## src/rtl/dpram_pkg.sv

```systemverilog
`default_nettype none
// ============================================================================
// Module      : dpram_pkg
// Description : Shared widths and client-select encoding for the dual-client
//               RAM port arbiter.
// Revision    : 1.0 - initial release
// ============================================================================
package dpram_pkg;

    localparam int DATA_W_DEF = 8;
    localparam int ADDR_W_DEF = 4;

    // Client select: which requester owns a port or a returning read
    typedef enum logic {
        CLI_A = 1'b0,
        CLI_B = 1'b1
    } cli_t;

endpackage : dpram_pkg
`default_nettype wire

```

## src/rtl/rr_arb2.sv

```systemverilog
`default_nettype none
// ============================================================================
// Module      : rr_arb2
// Description : Two-client round-robin arbiter. Grant is combinational from
//               the requests and a registered priority pointer; the pointer
//               moves past the granted client only when advance is high.
// Revision    : 1.0 - initial release
// ============================================================================
module rr_arb2
    import dpram_pkg::*;
(
    input  logic       clk,
    input  logic       rst,
    input  logic [1:0] req,      // bit 0 = client A, bit 1 = client B
    input  logic       advance,  // a transfer happened on the current grant
    output logic [1:0] gnt
);

    cli_t r_prio;

    // Lone requester always wins; on contention the favoured client wins
    always_comb begin
        gnt = 2'b00;
        case (req)
            2'b01:   gnt = 2'b01;
            2'b10:   gnt = 2'b10;
            2'b11:   gnt = (r_prio == CLI_A) ? 2'b01 : 2'b10;
            default: gnt = 2'b00;
        endcase
    end

    // Favour the other client after a completed transfer
    always_ff @(posedge clk) begin
        if (rst) begin
            r_prio <= CLI_A;
        end else if (advance) begin
            r_prio <= gnt[0] ? CLI_B : CLI_A;
        end
    end

endmodule : rr_arb2
`default_nettype wire

```

## src/rtl/dpram_port_arbiter.sv

```systemverilog
`default_nettype none
// ============================================================================
// Module      : dpram_port_arbiter
// Description : Arbitrates two clients (A, B) onto the write port and the read
//               port of an external simple dual-port RAM. Each port has its
//               own round-robin; reads colliding with a same-cycle write to
//               the same address are stalled one cycle so they see new data.
// Revision    : 1.0 - initial release
// ============================================================================
module dpram_port_arbiter
    import dpram_pkg::*;
#(
    parameter int DATA_W = DATA_W_DEF,
    parameter int ADDR_W = ADDR_W_DEF
) (
    input  logic              clk,
    input  logic              rst,
    // write clients
    input  logic              a_wr_req,
    input  logic [ADDR_W-1:0] a_wr_addr,
    input  logic [DATA_W-1:0] a_wr_data,
    output logic              a_wr_gnt,
    input  logic              b_wr_req,
    input  logic [ADDR_W-1:0] b_wr_addr,
    input  logic [DATA_W-1:0] b_wr_data,
    output logic              b_wr_gnt,
    // read clients
    input  logic              a_rd_req,
    input  logic [ADDR_W-1:0] a_rd_addr,
    output logic              a_rd_gnt,
    output logic              a_rd_valid,
    output logic [DATA_W-1:0] a_rd_data,
    input  logic              b_rd_req,
    input  logic [ADDR_W-1:0] b_rd_addr,
    output logic              b_rd_gnt,
    output logic              b_rd_valid,
    output logic [DATA_W-1:0] b_rd_data,
    // RAM side
    output logic              ram_wr_en,
    output logic [ADDR_W-1:0] ram_wr_addr,
    output logic [DATA_W-1:0] ram_din,
    output logic              ram_rd_en,
    output logic [ADDR_W-1:0] ram_rd_addr,
    input  logic [DATA_W-1:0] ram_dout
);

    logic [1:0]        w_wr_cand;
    logic [1:0]        w_wr_gnt;
    logic [1:0]        w_rd_cand;
    logic [1:0]        w_rd_gnt;
    logic [ADDR_W-1:0] w_rd_cand_addr;
    logic              w_hazard;
    logic              w_valid_live;

    logic              r_rd_valid;
    cli_t              r_rd_owner;

    rr_arb2 u_wr_arb (
        .clk     (clk),
        .rst     (rst),
        .req     ({b_wr_req, a_wr_req}),
        .advance (|w_wr_gnt),
        .gnt     (w_wr_cand)
    );

    rr_arb2 u_rd_arb (
        .clk     (clk),
        .rst     (rst),
        .req     ({b_rd_req, a_rd_req}),
        .advance (|w_rd_gnt),
        .gnt     (w_rd_cand)
    );

    // Write side: grant the arbiter's pick and steer its address/data to the RAM
    always_comb begin
        w_wr_gnt    = rst ? 2'b00 : w_wr_cand;
        ram_wr_en   = |w_wr_gnt;
        ram_wr_addr = '0;
        ram_din     = '0;
        if (w_wr_gnt[1]) begin
            ram_wr_addr = b_wr_addr;
            ram_din     = b_wr_data;
        end else if (w_wr_gnt[0]) begin
            ram_wr_addr = a_wr_addr;
            ram_din     = a_wr_data;
        end
    end

    // Read side: withhold every read grant when the winner hits the write address
    always_comb begin
        w_rd_cand_addr = '0;
        if (w_rd_cand[1]) begin
            w_rd_cand_addr = b_rd_addr;
        end else if (w_rd_cand[0]) begin
            w_rd_cand_addr = a_rd_addr;
        end
        w_hazard    = (|w_rd_cand) && ram_wr_en && (w_rd_cand_addr == ram_wr_addr);
        w_rd_gnt    = (rst || w_hazard) ? 2'b00 : w_rd_cand;
        ram_rd_en   = |w_rd_gnt;
        ram_rd_addr = ram_rd_en ? w_rd_cand_addr : '0;
    end

    // Remember who issued the read so the returning data goes to that client
    always_ff @(posedge clk) begin
        if (rst) begin
            r_rd_valid <= 1'b0;
            r_rd_owner <= CLI_A;
        end else begin
            r_rd_valid <= ram_rd_en;
            if (ram_rd_en) begin
                r_rd_owner <= w_rd_gnt[1] ? CLI_B : CLI_A;
            end
        end
    end

    // Return data to the owner only; everything is quiet while in reset
    always_comb begin
        w_valid_live = r_rd_valid && !rst;
        a_wr_gnt     = w_wr_gnt[0];
        b_wr_gnt     = w_wr_gnt[1];
        a_rd_gnt     = w_rd_gnt[0];
        b_rd_gnt     = w_rd_gnt[1];
        a_rd_valid   = w_valid_live && (r_rd_owner == CLI_A);
        b_rd_valid   = w_valid_live && (r_rd_owner == CLI_B);
        a_rd_data    = a_rd_valid ? ram_dout : '0;
        b_rd_data    = b_rd_valid ? ram_dout : '0;
    end

endmodule : dpram_port_arbiter
`default_nettype wire

```

## config.mk

```make
export PLATFORM = sky130hd
export DESIGN_NAME = dpram_port_arbiter
export DESIGN_NICKNAME = d
export VERILOG_FILES = /design/src/rtl/dpram_pkg.sv /design/src/rtl/rr_arb2.sv /design/src/rtl/dpram_port_arbiter.sv
export SDC_FILE = /design/constraint.sdc
export NUM_CORES = 1
export LEC_CHECK = 0
export ABC_AREA = 1
export CORE_ASPECT_RATIO = 2
export CORE_UTILIZATION = 29
export DETAILED_ROUTE_END_ITERATION = 12
export HOLD_SLACK_MARGIN = 0.15
export MAX_ROUTING_LAYER = met4
export PLACE_DENSITY = 0.95
export SYNTH_ARGS = -nofsm -noshare
export SYNTH_HDL_FRONTEND = slang
export SYNTH_SLANG_ARGS = --single-unit
```

## constraint.sdc

```tcl
create_clock -name clk -period 4 [get_ports clk]
set_input_delay 0.8 -clock clk [delete_from_list [all_inputs] [get_ports clk]]
set_output_delay 0.8 -clock clk [all_outputs]
set_load 0.03 [all_outputs]
```

==> out/results.txt <==
Max-cap violations in this run came to 0. Most used routing layer: met2. Counting along the longest clock path gives a buffer depth of 2. For the total design power, the log shows 328.2 uW. Compared with the post-synthesis result, the final layout area differs by 118.7%. After clock tree synthesis, the clock-pin slew on the worst setup and hold paths is 0.03 ns. The final net count is 272.

The repair_antennas step left the layout with diodes totalling 0. Counting every sink on the clock net gives 4. The mean routed wirelength per cell came out at 11.03 um. For the number of top-level pins, the log shows 86.

STA classifies the critical path endpoint as an output pin. The cell with the largest stage delay on the worst path is sky130_fd_sc_hd__clkdlybuf4s50_1. For this run, design rule violations remaining after detail routing come to 0. The maximum clock skew at final layout is 0.0006215 ns.

The floorplan step defined a die boundary enclosing 2831 um2. Including well taps, the total number of placed cells is 248. The critical path in this run is classified as in2out.

Leaving out fill and tap cells, the most frequent cell in the layout is sky130_fd_sc_hd__clkdlybuf4s50_1. In this run, distinct cell masters in the synthesized netlist total 23. The class of the tightest hold or removal check was reg2reg. The logs give 38.61% for the met2 track utilization from global routing and 2768 um for the wire length reported by the detailed router. The share of the Yosys chip area taken by registers is 10.58%. After clock tree synthesis, the flow added hold-fix buffers numbering 0. The floorplan has 25 rows. The worst path needs 3.673 ns of the cycle, external delays included.

The transition time at the pin with the least slew margin came out at 0.4815 ns. Global router's overall resource usage: 19.47%. Walking the worst path, the cells encountered are clkdlybuf4s50_1 -> nor2_4 -> nand2_1 -> inv_2 -> nand2_2 -> nand2_1 -> nand2_1 -> nand2_1 -> nor2_1 -> nand3_2 -> nand3b_4 -> a21oi_1 -> buf_4.

Headroom to the max-slew limit came out at 67.80%. The share of synthesized flip-flops with an asynchronous set or reset works out to 0%. The run gives 2.87 ns as the endpoint arrival time on the critical path. The H-tree depth reported by CTS was 1; the core box area was 2409 um2. The element type at the critical path start is an input port. The peak per-stage delay on the critical path was 0.65 ns; the post-route setup TNS was 0 ns. Setup repair after global routing left no endpoint under its margin. The dominant cell type by count on the critical path was sky130_fd_sc_hd__nand2_1. The run gives 1,016 as the via count of the first global-routing pass. From left edge to right edge, the die measures 38.13 um.

Power spread over the standard cell area amounts to 198.3 nW/um2. The final clock period utilization by the worst path is 91.83%, and the die boundary height is 74.25 um. Leaving out fill and tap cells, the most frequent cells in the layout are sky130_fd_sc_hd__clkdlybuf4s50_1, sky130_fd_sc_hd__nand2_1, sky130_fd_sc_hd__inv_1. The tools report the number of instances in the synthesized netlist as 138.

Initial antenna violation count: 0. Number of failing setup endpoints in the final timing report: 0. The later pin in the worst-skew pair is clocked with a latency of 0.21 ns.

Across all layers, the routed design uses 1,149 vias. The maximum ir drop on the vdd rail was 0.1233 mV; the routed via count divided by cell count was 4.578. For this block, the initial DRC count from the detailed router was 22. Counting flops with a built-in enable in the synthesized netlist gives 0.

The initial utilization of the core area, before any placement, comes to 31.43%. The flow ran to the end, and the final reports show no timing, DRC or antenna violations. The fraction of final layout cells sized beyond drive strength 1 is 11.61%.

When the netlist entered floorplanning its net count stood at 184. Once the clock tree was built, the setup fixing pass inserted 0 buffers. The post-synthesis instance area is 757.0 um2.

Of all nets on the critical path, the largest fanout is 11. The tools report the TritonCTS buffer count as 3. The tools report the clock root buffer as sky130_fd_sc_hd__clkbuf_8. The logs give 0 for the total count of hold-check failures in the final report and 0 for the max-slew violation total from the final report. Leaving out filler cells and counting taps, the final layout contains 251.

The first global-routing pass estimated 4022 um of wire. Entering global routing, the biggest net connects 12 pins. The logs give 0 for the total of warnings raised by yosys and 0 for the final global-route overflow total. In this run, post-CTS repair resized a total of 0 instances. TritonCTS built the clock tree. Input and output buffers added on the ports amount to 85. Most used flip-flop cell after synthesis: sky130_fd_sc_hd__dfxtp_1. For this run, global-route usage on met1 was measured as 17.40%. The average instance in the mapped netlist occupies 5.485 um2. Cells fill 68.73% of the core in the end. The final RePlAce weighted congestion came out at 0.8717. The logs give 272.2 MHz for the highest achievable clock rate and 2372 um for the HPWL reported at the end of detailed placement.

The first TritonRoute pass finished after 4 iterations. Global routing consumed, on the met3 layer, 1.791% of the routing resources. The count of antenna-violating nets left after detailed routing was 0; the number of synthesized register bits was 4. Leakage power: 0.8214 nW.

Data required time at the worst endpoint: 3.20 ns.
-- cell usage after synthesis (2+ instances only) --
cell type	count	area share, %
sky130_fd_sc_hd__nand2_1	35	17
sky130_fd_sc_hd__dfxtp_1	4	11
sky130_fd_sc_hd__buf_6	2	3.0
sky130_fd_sc_hd__nor2_2	2	1.7
sky130_fd_sc_hd__nand3_1	8	5.3
sky130_fd_sc_hd__nand4_1	4	3.3
sky130_fd_sc_hd__inv_2	4	2.0
sky130_fd_sc_hd__nand2_2	3	2.5
sky130_fd_sc_hd__inv_1	30	15
sky130_fd_sc_hd__nor3_1	2	1.3
sky130_fd_sc_hd__a22o_1	8	9.3
sky130_fd_sc_hd__a21oi_1	3	2.0
sky130_fd_sc_hd__nor2_1	22	11
sky130_fd_sc_hd__o21ai_0	2	1.3
-- routing by layer --
metal	part of all wire, %	up-vias
met1	34	499
met4	0.90	0
met2	59	49
met5	0	-
met3	6.4	2
li1	-	599
-- cell families after synthesis --
family                 share of synthesized area, %
flip-flops                                    10.58
AND/OR/NAND/NOR                               49.92
buffers and inverters                         20.66
AO/OA/AOI/OAI                                 18.84
-- metrics by stage --
| stage | hold slack (ns) | worst slack, ns | instance area, um2 |
|---|---|---|---|
| after global placement | 0.4710 | 0.3437 | 1614 |
| after detailed placement | 0.4759 | 0.3149 | 1614 |
| after global routing | 0.5236 | 0.1407 | 1655 |
| final | 0.4775 | 0.3267 | 1655 |
| after floorplan | 0.4525 | 0.7649 | 757.0 |
| after CTS | 0.4796 | 0.3123 | 1655 |
-- final cells by class --
cell class	count	area, um2
inverters	35	133.9
well taps	27	33.78
clock buffers	3	41.29
repair buffers	85	845.8
fillers	212	753.2
flip-flops and latches	4	80.08
multi-input cells	97	520.5
-- path summary, 6_finish.rpt --
| kind | endpoint | slack (ns) | cells after the start | startpoint |
|---|---|---|---|---|
| setup reg to reg | r_rd_owner$_SDFFE_PP0P_ | 2.37 | 13 | u_wr_arb.r_prio$_SDFFE_PP0N_ |
| hold / removal | u_wr_arb.r_prio$_SDFFE_PP0N_ | 0.48 | 2 | u_wr_arb.r_prio$_SDFFE_PP0N_ |
| setup / recovery | ram_rd_addr[3] | 0.33 | 13 | rst |
| hold reg to reg | u_wr_arb.r_prio$_SDFFE_PP0N_ | 0.48 | 2 | u_wr_arb.r_prio$_SDFFE_PP0N_ |
-- flip-flops by register name (all words and copies together) (netlist names) --
register         flops
u_rd_arb.r_prio      1
u_wr_arb.r_prio      1
r_rd_owner           1
r_rd_valid           1
-- where the power goes --
part	total [mW]	switching (mW)	internal, mW
Combinational	0.198	0.103	0.0946
Sequential	0.0455	0.00205	0.0435
Clock	0.0851	0.0209	0.0642
Total	0.328	0.126	0.202
-- worst max-delay path, delay by kind of cell --
| kind | cells | cell delay, ns |
|---|---|---|
| buffers and inverters | 3 | 1.00 |
| and+or+nand+nor | 9 | 0.90 |
| AOI/OAI and AO/OA | 1 | 0.16 |
(Power assumes the default switching activity.)
